===== config.mk =====
export PLATFORM = sky130hd
export DESIGN_NAME = factorial_seq
export DESIGN_NICKNAME = d
export VERILOG_FILES = /design/src/rtl/factorial_seq.sv
export SDC_FILE = /design/constraint.sdc
export NUM_CORES = 1
export LEC_CHECK = 0
export CELL_PAD_IN_SITES_DETAIL_PLACEMENT = 0
export CELL_PAD_IN_SITES_GLOBAL_PLACEMENT = 1
export CORE_MARGIN = 5
export CORE_UTILIZATION = 50
export DETAILED_ROUTE_END_ITERATION = 10
export PLACE_DENSITY = 0.94
export RECOVER_POWER = 100
export REMOVE_ABC_BUFFERS = 1
export SLEW_MARGIN = 30
export SYNTH_ARGS = -nofsm -noshare
export SYNTH_HDL_FRONTEND = slang
export SYNTH_SLANG_ARGS = --single-unit

===== constraint.sdc =====
create_clock -name clk -period 8.8 [get_ports clk]
set_input_delay 1.76 -clock clk [delete_from_list [all_inputs] [get_ports clk]]
set_output_delay 1.76 -clock clk [all_outputs]
set_load 0.01 [all_outputs]

===== src/rtl/factorial_seq.sv =====
// factorial_seq: iterative n! engine, one multiply per cycle, valid/ready on both sides.
// Define FACT_OVF_SAT_EN to saturate the result to all-ones once overflow is detected.
`timescale 1ns / 1ps
module factorial_seq #(
   parameter int unsigned N_W   = 4,
   parameter int unsigned OUT_W = 32
) (
   input  logic             clk,
   input  logic             rst_n,
   input  logic             in_valid,
   output logic             in_ready,
   input  logic [N_W-1:0]   in_num,
   output logic             out_valid,
   input  logic             out_ready,
   output logic [OUT_W-1:0] out_fact,
   output logic             out_ovf,
   output logic             busy
);

   localparam int unsigned PW = OUT_W + N_W;

   typedef enum logic [1:0] {
      StIdle,
      StMul,
      StDone
   } state_e;

   state_e           state_q, state_d;
   logic [OUT_W-1:0] acc_q, acc_d;
   logic [N_W-1:0]   cnt_q, cnt_d;
   logic             ovf_q, ovf_d;
   logic [OUT_W-1:0] fact_q, fact_d;
   logic             oovf_q, oovf_d;
   logic             ovalid_q, ovalid_d;
   logic [PW-1:0]    prod;
   logic             prod_ovf;

   assign prod     = PW'(acc_q) * PW'(cnt_q);
   assign prod_ovf = |prod[PW-1:OUT_W];

   always_comb begin
      state_d  = state_q;
      acc_d    = acc_q;
      cnt_d    = cnt_q;
      ovf_d    = ovf_q;
      fact_d   = fact_q;
      oovf_d   = oovf_q;
      ovalid_d = ovalid_q;
      case (state_q)
         StIdle: begin
            if (in_valid) begin
               acc_d   = OUT_W'(1);
               cnt_d   = in_num;
               ovf_d   = 1'b0;
               state_d = (in_num >= N_W'(2)) ? StMul : StDone;
            end
         end
         StMul: begin
            ovf_d = ovf_q | prod_ovf;
            acc_d = prod[OUT_W-1:0];
`ifdef FACT_OVF_SAT_EN
            if (ovf_d) begin
               acc_d = '1;
            end
`endif
            cnt_d = cnt_q - N_W'(1);
            if (cnt_q == N_W'(2)) begin
               state_d = StDone;
            end
         end
         StDone: begin
            // First DONE cycle registers the result; it is then held until consumed.
            if (!ovalid_q) begin
               ovalid_d = 1'b1;
               fact_d   = acc_q;
               oovf_d   = ovf_q;
            end else if (out_ready) begin
               ovalid_d = 1'b0;
               state_d  = StIdle;
            end
         end
         default: state_d = StIdle;
      endcase
   end

   always_ff @(posedge clk or negedge rst_n) begin
      if (!rst_n) begin
         state_q  <= StIdle;
         acc_q    <= '0;
         cnt_q    <= '0;
         ovf_q    <= 1'b0;
         fact_q   <= '0;
         oovf_q   <= 1'b0;
         ovalid_q <= 1'b0;
      end else begin
         state_q  <= state_d;
         acc_q    <= acc_d;
         cnt_q    <= cnt_d;
         ovf_q    <= ovf_d;
         fact_q   <= fact_d;
         oovf_q   <= oovf_d;
         ovalid_q <= ovalid_d;
      end
   end

   assign in_ready  = (state_q == StIdle);
   assign busy      = (state_q != StIdle);
   assign out_valid = ovalid_q;
   assign out_fact  = fact_q;
   assign out_ovf   = oovf_q;

endmodule


# Yosys cells after proc, flatten, opt, wreduce, memory -nomap -nowiden
# Index checks and enable logic that the tools add are counted.
dict set report totals {
  reg_bits 73
  latchBits 0
  ram_bits 0
  mem_bits_ro 0
  out_inout_bits 36
  elab_cells 40
  mem_count 0
}
dict set report op_classes {
  addsub 1
  n_mul 1
  div_mod_pow 0
  order_cmp 1
  n_eq_ne 7
  shift 0
  n_mux 14
  bitwise_logic 2
  n_reduce_logical 7
}
# operator count
set op_table {}
lappend op_table {{one-hot mux 32 bit (2 select lines)} 1}
lappend op_table {{multiplier 32 x 4 -> 36 bit} 1}
lappend op_table {{two-way mux 32 bit} 1}
lappend op_table {{two-way mux 2 bit} 5}
lappend op_table {{!= test 2 bit, second input constant} 4}
lappend op_table {{one-hot mux 4 bit (2 select lines)} 1}
lappend op_table {{one-hot mux 2 bit (3 select lines)} 1}
lappend op_table {{== test 4 x 2 -> 1 bit, second input constant} 1}
lappend op_table {{greater-or-equal comparator 4 x 2 -> 1 bit, second input constant} 1}
lappend op_table {{two-way mux 4 bit} 1}
lappend op_table {{AND reduction 2 bit} 2}
lappend op_table {{AND reduction 4 bit} 1}
lappend op_table {{nonzero test 2 bit} 2}
lappend op_table {{OR reduction 4 bit} 1}
lappend op_table {{subtractor 4 x 1 -> 4 bit, second input constant} 1}
lappend op_table {{two-way mux 1 bit} 3}
lappend op_table {{== test 2 x 1 -> 1 bit, second input constant} 1}
lappend op_table {{== test 2 bit, second input constant} 1}
lappend op_table {{logical NOT 2 bit} 1}
lappend op_table {{one-hot mux 1 bit (2 select lines)} 1}
lappend op_table {{inverter 1 bit} 1}
lappend op_table {{bitwise OR 1 bit} 1}

# Logic depth before layout (Yosys ltp)
dict set report depth {
  ltp_word 4
  depth_mapped 18
}

# Least setup slack after synthesis
# OpenSTA, ideal clock, no wires.
dict set report synth_path {
  path_type {register to register}
  from {register cnt_q[2]}
  to {register ovf_q}
  setup_ns 0.137
  t_arrival_ns 4.112
  required_time_ns 8.663
  setup_slack_ns 4.550
  path_stages_with_launch 17
  synth_period_minus_slack_ns 4.250
  path_cell_list {dfrtp_1 -> clkbuf_1 -> clkbuf_1 -> nand2_1 -> fa_1 -> inv_1 -> fa_1 -> fa_1 -> a21o_1 -> a22oi_1 -> a311oi_4 -> a41oi_4 -> o31ai_4 -> a31o_4 -> a31oi_2 -> xor2_1 -> a41oi_2}
}
dict set report synth_between {
  elab_chain_len 4
}
# item line
set synth_lines {}
lappend synth_lines {{from (decl)} 30} ;# logic [N_W-1:0] cnt_q, cnt_d;
lappend synth_lines {{from (signal assigned)} 98} ;# cnt_q <= cnt_d;
lappend synth_lines {{multiplier 32 x 4 -> 36 bit} 38} ;# assign prod = PW'(acc_q) * PW'(cnt_q);
lappend synth_lines {{OR reduction 4 bit} 39} ;# assign prod_ovf = |prod[PW-1:OUT_W];
lappend synth_lines {{bitwise OR 1 bit} 59} ;# ovf_d = ovf_q | prod_ovf;
lappend synth_lines {{one-hot mux 1 bit (2 select lines)} 49} ;# case (state_q)
lappend synth_lines {{to (signal assigned)} 99} ;# ovf_q <= ovf_d;
lappend synth_lines {{to (decl)} 31} ;# logic ovf_q, ovf_d;
# Every way passes these cells.
# A chain may end at the register's enable or synchronous reset.

==> impl_summary.md <==
Global route
The via count of the first global-routing pass is 5566. For met1 alone, demand over resource in global routing was 26.6%. The met3 global-route usage is 3.04%. The met2 demand-to-capacity share in global routing is 33.7%. The pin count of the biggest net entering global routing is 74. The total global-route track usage is 20.2%.

The first-pass GRT wire length is 26.8 mm. The initial antenna violation count is 0. The busiest metal layer after global routing is met2.

After global routing the overflow that remains totals 0.

Synth
Ranked by instance count, the synthesized netlist is headed by sky130_fd_sc_hd__inv_1 (120), sky130_fd_sc_hd__and2_1 (92), sky130_fd_sc_hd__dfrtp_1 (73). For this run, the leading register cell type out of synthesis is sky130_fd_sc_hd__dfrtp_1. The number of library cell types mapped by synthesis is 55. The cell area that synthesis handed to floorplanning was 6960 um2. The share of synthesized area occupied by flip-flops and latches is about a quarter.

The dominant cell type by area after synthesis is sky130_fd_sc_hd__dfrtp_1. The total of warnings raised by yosys is 0. The area share of the largest cell type after synthesis is a little over a quarter.

In the post-synthesis netlist, the biggest area contributors are sky130_fd_sc_hd__dfrtp_1 (26%), sky130_fd_sc_hd__fa_1 (17%), sky130_fd_sc_hd__and2_1 (8.3%). Among all cell types in the netlist, the one instantiated most often is sky130_fd_sc_hd__inv_1. In this run, synthesis produced a sequential element count of 73. A synthesized cell averages between 9 and 10 um2. The count of flip-flops with a built-in enable after synthesis is 0.

The share of flip-flops with an asynchronous set or reset is 100%. Synthesis produced 744 cells.

Detailed routing
The count of vias placed by the detailed router is 5236. The routed wire length per instance is 16.1 um. The remaining design rule violation count is 0. The count of nets left with antenna violations once routing finished came out at 0. The number of violations reported at the end of detailed-routing iteration 0 is 279.

The number of iterations in the first detailed-routing pass is 5. The number of vias per cell after detailed routing is between 5 and 6. Summed over all layers, the routed wires come to ~15 mm.

Final layout
In the final layout, the multi-input gates occupy 4530 um2. 0 antenna diodes ended up in the layout. The finished cells cover 7770 um2.

For this run, the post-layout net count is 885. The post-layout utilization of the core is 56.4%. The number of fill cells in the layout is 1254. The area growth from synthesis to layout is 11.7%. The storage element area is 1830 um2. The share of cells above drive strength 1 is 7.31%.

Clock network
The number of instances resized during post-cts repair is 0. CTS placed an instance of sky130_fd_sc_hd__clkbuf_16 at the clock tree root. Clock tree synthesis inserted a total of 9 buffers. The buffer count from post-CTS setup fixing is 0. The clock drives 73 sinks. The clock reaches the later pin of the worst-skew pair after between 300 and 400 ps. The count of hold-fix buffers inserted at cts is 0. The clock tree synthesis step divided the H-tree into 3 levels. The CTS tree is built. The clock-pin transition on the worst setup and hold timing paths is 60 ps. The maximum clock insertion buffer count is 2.

Placement
Buffers placed on the I/O ports in this run total 43. The final HPWL from detailed placement is 11.2 mm. After detailed placement, the total cell area comes to 7560 um2. The final estimated routing congestion in global placement is 0.921.

Timing
The final total negative setup slack is 0 ps. The number of pins exceeding their max-slew limit in the final report is 89. Setup repair after global routing left no endpoint under its margin. The worst path in the final design needs a cycle of 5300 ps, including I/O delays and setup. The final worst clock skew is ~7.3 ps. At the pin with the least slew margin, the transition time is 3960 ps. The final setup violation count is 0. The worst slew margin relative to its limit is -164%. The maximum frequency from static timing analysis is 189 MHz.

In the finished design, the share of the clock period the worst path needs comes to 60.2%. The total count of hold-check failures in the final report is 0.

Worst setup path
For the worst setup path, the data arrival time is ~4500 ps. The largest fanout of any net on the critical path is 73. The critical path buffer and inverter count is 1. For the worst setup path, the data required time is 8030 ps.

The critical path in this run is classified as in2async. The element type at the critical path start is an input pin. The slowest library cell on the worst path is sky130_fd_sc_hd__clkbuf_1. STA classifies the critical path endpoint as an asynchronous set/reset pin.

Tracing the worst setup path back leads to its startpoint at rst_n. For this run, the slowest stage of the critical path takes 2740 ps. The startpoint identified for the worst register-to-register timing path is cnt_q[3].

In this design, the largest share of critical-path delay is due to buffers and inverters. The signal on the critical path passes through clkbuf_1.

Floorplan
The count of standard-cell rows is 43. The die covers 16400 um2. The placeable core region is 13800 um2.

44 I/O pins were placed. The vertical die dimension is between 100 and 150 um. The starting density of the core is roughly half.

The overall die width is 128 um.

Job
Max-cap violations in this run came to 2.

Outcome
The checks that failed: max-capacitance violations, max-slew violations. The flow ran to the end, but the final reports show violations.

Worst hold path
The worst hold path begins at out_fact[25]. In this run the worst hold path is classified as reg2reg.

Power and ir drop
Across the VDD grid, the largest voltage drop is 123 uV. The leakage power summed over all cells is 4.03 nW. Dividing total power by cell area gives a power density of between 300 and 400 nW/um2.
-- power by group --
group	switching (mW)	leakage, nW	internal (mW)
logic	1.04	2.93	0.803
registers	0.171	0.949	0.462
clock network	0.145	0.144	0.227
total	1.36	4.03	1.49
-- layout by cell type (no fill, tap or decap), drive strengths merged, types with 13 or more instances in the layout --
cell	count
a21o	14
a21oi	40
a22o	31
and2	93
clkbuf	16
dfrtp	73
dlygate4sd3	39
fa	60
ha	42
inv	120
mux2	33
nand2	57
nor2	18
o21ai	24
xnor2	16
xor2	13
-- path summary, 6_finish.rpt --
path / to / slack, ps / cells after the start
worst max register to register: ovf_q / 3560 / 14
max in group clk: ovf_q / 3560 / 14
worst min register to register: out_fact[25] / 500 / 1
worst min-delay path: out_fact[25] / 500 / 1
min in group asynchronous: out_fact[5] / 2790 / 1
worst max-delay path: cnt_q[1] / 3500 / 1
-- layout make-up --
| type | instances | share of cell area (%) |
|---|---|---|
| clock inverters | 3 | 0.515 |
| repair buffers | 47 | 5.75 |
| clock buffers | 13 | 3.22 |
| flip-flops and latches | 73 | 23.5 |
| inverters | 120 | 5.80 |
| multi-input cells | 524 | 58.3 |
| well taps | 180 | 2.90 |
-- cell families (layout without fill, tap and decap cells) --
logic type,after synthesis,in the layout,synth area share [%]
flip-flops,73,73,26.3
AO/OA/AOI/OAI,146,146,15.4
XOR/XNOR,29,29,3.65
multiplexers,35,35,5.63
AND/OR/NAND/NOR,212,212,16.2
buffers and inverters,147,183,8.06
adder cells (fa/ha/maj),102,102,24.8
-- worst register-to-register path: stages (launching register included) --
cell	delay, ps
sky130_fd_sc_hd__dfrtp_1	1030
sky130_fd_sc_hd__nand2_1	190
sky130_fd_sc_hd__fa_1	590
sky130_fd_sc_hd__inv_1	60
sky130_fd_sc_hd__fa_1	540
sky130_fd_sc_hd__fa_1	480
sky130_fd_sc_hd__a21o_1	210
sky130_fd_sc_hd__a22oi_1	320
sky130_fd_sc_hd__a311oi_4	170
sky130_fd_sc_hd__a41oi_1	460
sky130_fd_sc_hd__o31ai_1	240
sky130_fd_sc_hd__a31o_4	310
sky130_fd_sc_hd__a31oi_1	190
sky130_fd_sc_hd__xor2_1	210
sky130_fd_sc_hd__a41oi_2	110
-- routing by layer --
layer,part of all wire [%],vias up
met2,50,95
met1,45,2610
met4,2.2,0
met5,0,-
met3,3.2,28
li1,-,2503
-- registers in the layout (all words and copies together) (netlist names) --
name       count
out_fact      32
cnt_q          4
state_q        2
ovf_q          1
out_valid      1
out_ovf        1
acc_q         32
-- metrics by stage --
stage,hold WS (ps),cells,setup WS (ps),power (mW)
2_1_floorplan,503,717,4580,1.95
3_3_place_gp,488,942,4030,2.45
3_5_place_dp,495,943,3870,2.52
4_1_cts,508,959,3850,2.91
5_1_grt,517,960,2440,3.13
6_report,498,960,3500,2.85
Note: power is estimated with default switching activity, not from simulation.
